==> src/rtl/grant_sink.sv <==
// Terminates the arbiter's 4-phase req/ack handshake, encodes the one-hot select
// into a requester index and queues it in a small FIFO for a valid/ready consumer.
module grant_sink #(
  parameter int input_size  = 8,
  parameter int DEPTH       = 4,
  parameter int SYNC_STAGES = 2
) (
  input  logic                          clk,
  input  logic                          rst_n,
  input  logic                          req_in,
  input  logic [input_size-1:0]         sel_in,
  output logic                          ack_in,
  output logic                          grant_valid,
  input  logic                          grant_ready,
  output logic [$clog2(input_size)-1:0] grant_idx,
  output logic [$clog2(DEPTH):0]        fill,
  output logic [15:0]                   grant_count,
  output logic                          sel_err
);

  localparam int IW = $clog2(input_size);
  localparam int AW = $clog2(DEPTH);

  typedef enum logic {IDLE, ACK} state_t;

  state_t               state, state_next;
  logic [SYNC_STAGES-1:0] sync_q;
  logic                 req_s;
  logic                 sel_onehot;
  logic [IW-1:0]        sel_idx;
  logic                 push, pop, bad_sel, full, empty, ack_next;
  logic [AW:0]          wr_ptr, rd_ptr;
  logic [IW-1:0]        mem [DEPTH];

  // req_in is asynchronous; sel_in is only looked at once req_s is high.
  always_ff @(posedge clk or negedge rst_n) begin
    if (!rst_n) sync_q <= '0;
    else        sync_q <= {sync_q[SYNC_STAGES-2:0], req_in};
  end

  assign req_s      = sync_q[SYNC_STAGES-1];
  assign sel_onehot = (sel_in != '0) && ((sel_in & (sel_in - input_size'(1))) == '0);

  always_comb begin
    sel_idx = '0;
    for (int k = 0; k < input_size; k++)
      if (sel_in[k]) sel_idx = sel_idx | IW'(k);
  end

  always_ff @(posedge clk or negedge rst_n) begin
    if (!rst_n) begin
      state  <= IDLE;
      ack_in <= 1'b0;
    end else begin
      state  <= state_next;
      ack_in <= ack_next;
    end
  end

  // A bad select is still acknowledged so the arbiter can never deadlock on it.
  always_comb begin
    state_next = state;
    case (state)
      IDLE: if (req_s && (!sel_onehot || !full)) state_next = ACK;
      ACK:  if (!req_s) state_next = IDLE;
      default: state_next = IDLE;
    endcase
  end

  always_comb begin
    push     = (state == IDLE) && req_s && sel_onehot && !full;
    bad_sel  = (state == IDLE) && req_s && !sel_onehot;
    ack_next = (state_next == ACK);
  end

  // Pointer MSB separates full from empty; a same-cycle pop never frees room for a push.
  assign empty = (wr_ptr == rd_ptr);
  assign full  = (wr_ptr[AW] != rd_ptr[AW]) && (wr_ptr[AW-1:0] == rd_ptr[AW-1:0]);
  assign pop   = !empty && grant_ready;

  always_ff @(posedge clk or negedge rst_n) begin
    if (!rst_n) begin
      wr_ptr      <= '0;
      rd_ptr      <= '0;
      grant_count <= '0;
      sel_err     <= 1'b0;
      for (int i = 0; i < DEPTH; i++) mem[i] <= '0;
    end else begin
      if (push) begin
        mem[wr_ptr[AW-1:0]] <= sel_idx;
        wr_ptr              <= wr_ptr + (AW+1)'(1);
        grant_count         <= grant_count + 16'd1;
      end
      if (pop)     rd_ptr  <= rd_ptr + (AW+1)'(1);
      if (bad_sel) sel_err <= 1'b1;
    end
  end

  assign grant_valid = !empty;
  assign grant_idx   = mem[rd_ptr[AW-1:0]];
  assign fill        = wr_ptr - rd_ptr;

endmodule

==> config.mk <==
export PLATFORM = sky130hd
export DESIGN_NAME = grant_sink
export DESIGN_NICKNAME = d
export VERILOG_FILES = /design/src/rtl/grant_sink.sv
export SDC_FILE = /design/constraint.sdc
export NUM_CORES = 1
export LEC_CHECK = 0
export CORE_MARGIN = 4
export CORE_UTILIZATION = 30
export CTS_CLUSTER_DIAMETER = 200
export CTS_CLUSTER_SIZE = 24
export DETAILED_ROUTE_END_ITERATION = 6
export HOLD_SLACK_MARGIN = 0.05
export PLACE_DENSITY = 0.51
export REMOVE_ABC_BUFFERS = 1
export SLEW_MARGIN = 10
export SYNTH_ARGS = -nofsm -noshare
export SYNTH_HDL_FRONTEND = slang
export SYNTH_SLANG_ARGS = --single-unit
==> constraint.sdc <==
create_clock -name clk -period 3.48 [get_ports clk]
set_input_delay 0.696 -clock clk [delete_from_list [all_inputs] [get_ports clk]]
set_output_delay 0.696 -clock clk [all_outputs]
set_load 0.005 [all_outputs]
==> results of run 1 <==
-- kinds of logic after synthesis --
family          count (synthesis)  share of synthesized area, %
buf+inv                        10                          2.31
flops                          38                          47.5
compound gates                 29                          12.8
xor+xnor                       22                          9.63
mux                            18                          12.2
simple gates                   36                          9.57
fa+ha+maj                       9                          6.00
-- synthesized netlist by cell type (2+ instances only) --
library cell	count	area share (%)
sky130_fd_sc_hd__dfrtp_1	38	48
sky130_fd_sc_hd__xnor2_1	18	7.9
sky130_fd_sc_hd__mux2_2	10	5.6
sky130_fd_sc_hd__nand2_1	10	1.9
sky130_fd_sc_hd__and3_1	8	2.5
sky130_fd_sc_hd__ha_1	8	5.0
sky130_fd_sc_hd__inv_1	7	1.3
sky130_fd_sc_hd__o211ai_1	6	2.3
sky130_fd_sc_hd__nor2_1	5	0.94
sky130_fd_sc_hd__o2111ai_1	5	2.2
sky130_fd_sc_hd__nand3_1	4	1.0
sky130_fd_sc_hd__nand4_1	4	1.3
sky130_fd_sc_hd__xor2_1	4	1.8
sky130_fd_sc_hd__a21oi_1	3	0.75
sky130_fd_sc_hd__a21oi_2	3	1.3
sky130_fd_sc_hd__mux2_1	3	1.7
sky130_fd_sc_hd__mux4_2	3	3.4
sky130_fd_sc_hd__mux2_4	2	1.5
sky130_fd_sc_hd__o21ai_0	2	0.50
-- registers in the layout, indices dropped and copies added (netlist names) --
name and cells:
grant_count 16, mem 12, rd_ptr 3, sel_err 1, state 1, sync_q 2, wr_ptr 3
-- how the worst max path moves through the flow --
| stage | end | slack (ns) | depth (start not counted) |
|---|---|---|---|
| finish | fill[2] | 0.68 | 4 |
| global route | mem[6]$_DFFE_PN0P_ | 0.58 | 6 |
| CTS | fill[2] | 0.64 | 4 |
| detailed placement | mem[11]$_DFFE_PN0P_ | 0.42 | 6 |
| global placement | mem[11]$_DFFE_PN0P_ | 0.47 | 6 |
| floorplan | mem[0]$_DFFE_PN0P_ | 1.01 | 5 |
-- routing by layer --
metal  wire (um)  vias to the layer above  share of wire, %  global-route usage, %
met3         177                        5               3.8                   3.28
met1        2380                      707                51                   19.2
li1            -                      679                 -                      -
met4          55                        0               1.2                   4.74
met5           0                        -                 0                      0
met2        2020                       34                44                   17.8
-- power by group through the flow --
stage / sequential [mW] / clock, mW / combinational (mW)
detailed placement: 0.567 / 0 / 0.382
global placement: 0.566 / 0 / 0.381
finish: 0.556 / 0.315 / 0.378
CTS: 0.557 / 0.329 / 0.385
global route: 0.566 / 0.346 / 0.427
floorplan: 0.547 / 0 / 0.203
-- layout make-up --
type / count / area [sq um] / area share [%]
tap: 77 / 96.3 / 3.77
clock inverter: 1 / 5.00 / 0.196
clock buffer: 7 / 86.3 / 3.38
multi-input combinational: 114 / 1000 / 39.3
inverter: 7 / 26.3 / 1.03
timing repair buffer: 40 / 385 / 15.1
sequential: 38 / 951 / 37.2
-- per-stage QoR --
| stage | util (%) | std cells |
|---|---|---|
| global placement | 38.3 | 276 |
| finish | 39.8 | 284 |
| detailed placement | 38.3 | 276 |
| global route | 39.8 | 284 |
| floorplan | - | 159 |
| CTS | 39.8 | 284 |
-- worst max-delay path: stages, from the launching register on --
cell and delay (ns):
sky130_fd_sc_hd__dfrtp_1 0.50, sky130_fd_sc_hd__ha_1 0.25, sky130_fd_sc_hd__fa_1 0.38, sky130_fd_sc_hd__xnor2_1 0.16
sky130_fd_sc_hd__clkdlybuf4s50_1 0.52
==> metrics.txt, run 1 <==
Core Area=6420 sq um; origin of the worst min-delay path=sync_q[0]$_DFF_PN0_; most common cell after layout, fill and taps aside=sky130_fd_sc_hd__dfrtp_1; first-pass GRT wire length=7840 um; power per standard cell area=489 nW/um^2; warnings from Yosys=0; launch point of the worst path=rd_ptr[0]$_DFFE_PN0P_; detailed-routing iteration count for the pre-antenna-repair pass=4; number of buffers added by the clock tree synthesis step=5; Critical Path AT=2.11 ns; setup slack after layout=between 0.6 and 0.7 ns; final weighted congestion in routability-driven placement=0.771; post-DR wirelength/cell=16.3 um; Final Routed Wirelength=4630 um; Cell Area, Synth=2000 sq um; pin count of the biggest net entering global routing=39; worst reg2reg endpoint=grant_count[15]$_DFFE_PN0P_; number of nets in the layout=227; async set or reset register ratio after synthesis=100%; global-route usage over all layers=about an eighth; width of the die=89.7 um; via-per-instance ratio=5.02; Seq/Total Area, Yosys=47.5%; Chip Height=around 90 um; post-route design area=2550 sq um; vias post-DR=1425; max-capacitance violation count=0; setup skew after layout=0.00223 ns; worst slew slack as a fraction of its limit=41.1%; layout overhead on the synthesized area=27.6%; depth of the CTS H-tree=2; remaining global-route overflow=0; primary flip-flop cell chosen by synthesis mapping=sky130_fd_sc_hd__dfrtp_1; antenna fix cells=0; count of filler cells inserted in the layout=614; number of different library cells in the post-synthesis netlist=38; CP Max Fanout=6; CTS resizes=0; type of the most critical hold path=reg2reg; maximum count of clock buffers along a single path=2; total power after layout=1.25 mW; crit path kind=reg2out; vias in the first global route=1519; upper clock frequency limit=around 360 MHz; internal power=approximately 0.87 mW; area post-placement=2460 sq um; final hold viol count=0; number of slew-limit violations in the final report=0; reg-to-reg setup timing slack=1.25 ns; DRC violation count after routing=0; WHS=0.353 ns; number of antenna violations at the first check in global routing=0; part of the total power dissipated in combinational logic=between 30 and 40%; leading cell types in the layout, fill and taps excluded=sky130_fd_sc_hd__dfrtp_1 (38), sky130_fd_sc_hd__clkdlybuf4s50_1 (35), sky130_fd_sc_hd__xnor2_1 (18); switching pwr=0.375 mW; worst setup slack before clock tree synthesis=0.419 ns; clock transition at the registers of the reported paths=approximately 0.070 ns; worst r2r src=rd_ptr[1]$_DFFE_PN0P_; dpl hpwl=about 3300 um; maximum resistive drop on vdd=0.000143 V; element type at the critical path end=output port; Root Buffer=sky130_fd_sc_hd__clkbuf_8; P_leak=1.11 nW; result of the run=finished, final reports clean; final total negative setup slack=0 ns; number of post-CTS setup repair buffers=0; cell depth of the worst hold path=0; clock sink total=38; layout cell share with drive strength beyond 1=approximately 16%; depth of the most critical reg-to-reg path=7; Worst Tran Pin Value=0.884 ns; final setup vio count=0; CP Data Required Time=around 2.8 ns; average cell area after synthesis=about 12 sq um; initial cell density of the core=31.2%; clock latency reported for the late side of the worst-skew pair=around 0.29 ns; Die ar.=about 8000 sq um; RSZ-0062 raised after global routing=false; clock network power share=25.2%; Top-Level Pins=37; number of enable-type register cells in the synthesized netlist=0; number of placement rows=29; clock period minus final worst setup slack=2.80 ns; Post-Syn Instances=162; initial DRC count=47; post-route antenna net violation count=0; startpoint types=flop; Port Buffers=36; flip-flop and latch count after synthesis=38; Final Cycle Share=80.5%; clock tree from TritonCTS=built; hold endpoint=sync_q[1]$_DFF_PN0_; part of the power in registers=roughly 45%; switching share of total power=around 30%; number of buffers inserted for hold repair after clock tree synthesis=0
(Power assumes the default switching activity.)
==> run 2, diff against run 1 <==
clock period = 2.7 ns   (was 3.48 ns; I/O delays follow)
==> run 2 against run 1 <==
Effect of this change: design area increased by 3.2%; combinational power is 40% higher; non-clock buffer count is 13 higher; largest power group unchanged.
==> metrics.txt, run 2 (same netlist as run 1, synthesis figures left out) <==
origin of the worst min-delay path=sync_q[0]$_DFF_PN0_ (unchanged); reg-to-reg setup timing slack=0.70 ns (was 1.25 ns); DRC violation count after routing=0 (unchanged); depth of the most critical reg-to-reg path=7 (unchanged); clock period minus final worst setup slack=2.59 ns; DP Cell Count=288 (was 276); final setup vio count=0 (unchanged); antenna fix cells=0 (unchanged); hold endpoint=sync_q[1]$_DFF_PN0_ (unchanged); Final Routed Wirelength=4560 um (was 4630 um); number of antenna violations at the first check in global routing=0 (unchanged); RSZ-0062 raised after global routing=false (unchanged); worst reg2reg endpoint=mem[6]$_DFFE_PN0P_ (was grant_count[15]$_DFFE_PN0P_); clock latency reported for the late side of the worst-skew pair=0.29 ns (about the same); family with the most delay on the worst path=buffers and inverters (was adder cells); global-route usage over all layers=12.8% (was 12.9%); Critical Path AT=2.05 ns (was 2.11 ns); Core Area=6420 sq um (unchanged); CP Max Fanout=4 (was 6); layout overhead on the synthesized area=31.8% (was 27.6%); number of buffers added by the clock tree synthesis step=5 (unchanged); initial DRC count=52 (was 47); crit path cell chain=inv_1, ha_1, fa_1, xnor2_1, clkdlybuf4s50_1 (was ha_1, fa_1, xnor2_1, clkdlybuf4s50_1); layout cell share with drive strength beyond 1=20.5% (was 16.4%); vias post-DR=1463 (was 1425); leading cell types in the layout, fill and taps excluded=sky130_fd_sc_hd__dfrtp_1 (38), sky130_fd_sc_hd__clkdlybuf4s50_1 (35), sky130_fd_sc_hd__xnor2_1 (18) (unchanged); area post-placement=2550 sq um (was 2460 sq um); Chip Height=89.7 um (unchanged); worst slew slack as a fraction of its limit=42.2% (was 41.1%); number of standard cells in the final layout excluding fillers=296 (was 284); crit path kind=reg2out (unchanged); number of buffers inserted for hold repair after clock tree synthesis=0 (unchanged); detailed-routing iteration count for the pre-antenna-repair pass=4 (unchanged); buffers plus inverters on the worst setup path=2 (was 1); P_leak=1.17 nW (was 1.11 nW); Die ar.=8040 sq um (unchanged); dpl hpwl=3540 um (was 3330 um); Worst Tran Pin Value=0.868 ns (was 0.884 ns); clock sink total=38 (unchanged); post-route antenna net violation count=0 (unchanged); upper clock frequency limit=387 MHz; initial cell density of the core=31.2% (unchanged); cell depth of the worst hold path=0 (unchanged); number of nets in the layout=240 (was 227); most common cell after layout, fill and taps aside=sky130_fd_sc_hd__dfrtp_1 (unchanged); Final Cycle Share=95.8%; Root Buffer=sky130_fd_sc_hd__clkbuf_8 (unchanged); Largest regs=grant_count x16, mem x12 (unchanged); remaining global-route overflow=0 (unchanged); final hold viol count=0 (unchanged); flip-flop count of the largest register, all copies and words added=16 (unchanged); first-pass GRT wire length=7770 um (was 7840 um); setup skew after layout=0.00494 ns (was 0.00223 ns); depth of the CTS H-tree=2 (unchanged); pin count of the biggest net entering global routing=39 (unchanged); total power after layout=1.59 mW (was 1.25 mW); worst r2r src=rd_ptr[1]$_DFFE_PN0P_ (unchanged); post-route design area=2640 sq um (was 2550 sq um); Port Buffers=36 (unchanged); number of placement rows=29 (unchanged); vias in the first global route=1595 (was 1519); number of slew-limit violations in the final report=0 (unchanged); result of the run=finished, final reports clean (unchanged); type of the most critical hold path=reg2reg (unchanged); clock tree from TritonCTS=built (unchanged); maximum resistive drop on vdd=0.000232 V (was 0.000143 V); power per standard cell area=604 nW/um^2 (was 489 nW/um^2); post-DR wirelength/cell=15.4 um (was 16.3 um); CP Data Required Time=2.16 ns (was 2.78 ns); final core utilization=41.0% (was 39.8%); maximum count of clock buffers along a single path=2 (unchanged); count of filler cells inserted in the layout=635 (was 614); final weighted congestion in routability-driven placement=0.733 (was 0.771); width of the die=89.7 um (unchanged); WHS=0.352 ns (was 0.353 ns); max-capacitance violation count=0 (unchanged); element type at the critical path end=output port (unchanged); crit path max-delay cell type=sky130_fd_sc_hd__clkdlybuf4s50_1 (unchanged); largest stage delay on the critical path=0.52 ns (about the same); largest register by flop count=grant_count (unchanged); clock transition at the registers of the reported paths=0.07 ns (about the same); startpoint types=flop (unchanged); via-per-instance ratio=4.94 (was 5.02); Top-Level Pins=37 (unchanged)
-- run 2: cell types whose count changed in the layout (fill, tap and decap cells not counted), sizes merged --
cell / before / now
buf: 5 / 18
clkinv: 1 / 0
-- run 2: metal layers --
| layer | up-vias | share of wire [%] | GRT usage [%] |
|---|---|---|---|
| li1 | 710 | - | - |
| met1 | 712 | 49 | 17.2 |
| met2 | 32 | 45 | 19.7 |
| met3 | 9 | 4.7 | 3.56 |
| met4 | 0 | 1.7 | 4.47 |
| met5 | - | 0 | 0 |
-- run 2: cell type report --
type	count	area, sq um	share of cell area (%)
clock buffer	7	76.3	2.90
tap	77	96.3	3.65
sequential	38	951	36.1
inverter	7	26.3	0.997
multi-input combinational	114	1000	38.1
timing repair buffer	53	483	18.3
-- run 2: metrics by stage --
step / TNS [ns] / worst slack [ns]
5_1_grt: 0 / 0.0181
4_1_cts: 0 / 0.0624
2_1_floorplan: 0 / 0.385
6_report: 0 / 0.115
3_3_place_gp: -0.718 / -0.0651
3_5_place_dp: -0.859 / -0.0788
-- run 2: worst register-to-register path, stage by stage (launching register included) --
cell and delay (ns):
sky130_fd_sc_hd__dfrtp_1 0.50, sky130_fd_sc_hd__inv_1 0.08, sky130_fd_sc_hd__ha_1 0.29, sky130_fd_sc_hd__nand2_1 0.11, sky130_fd_sc_hd__o211a_1 0.25, sky130_fd_sc_hd__nand2_1 0.11
sky130_fd_sc_hd__a21oi_2 0.18, sky130_fd_sc_hd__mux2_2 0.35
-- run 2: worst max path at each step --
stage / from / endpoint / slack (ns) / depth (start not counted)
floorplan: sel_in[3] / mem[0]$_DFFE_PN0P_ / 0.39 / 5
global placement: sel_in[2] / mem[10]$_DFFE_PN0P_ / -0.07 / 6
detailed placement: sel_in[3] / mem[7]$_DFFE_PN0P_ / -0.08 / 6
CTS: wr_ptr[0]$_DFFE_PN0P_ / fill[2] / 0.06 / 5
global route: wr_ptr[0]$_DFFE_PN0P_ / fill[2] / 0.02 / 5
finish: wr_ptr[0]$_DFFE_PN0P_ / fill[2] / 0.11 / 5
-- run 2: repair_timing --
item / CTS / global route
buffers inserted: 0 / 1
gates resized for setup: 0 / 0
endpoints found under the setup margin: 0 / 1
-- run 2: report_power, final --
part	internal, mW	switching (mW)	leakage, nW
Combinational	0.312	0.216	0.621
Clock	0.178	0.190	0.0383
Sequential	0.631	0.0647	0.506
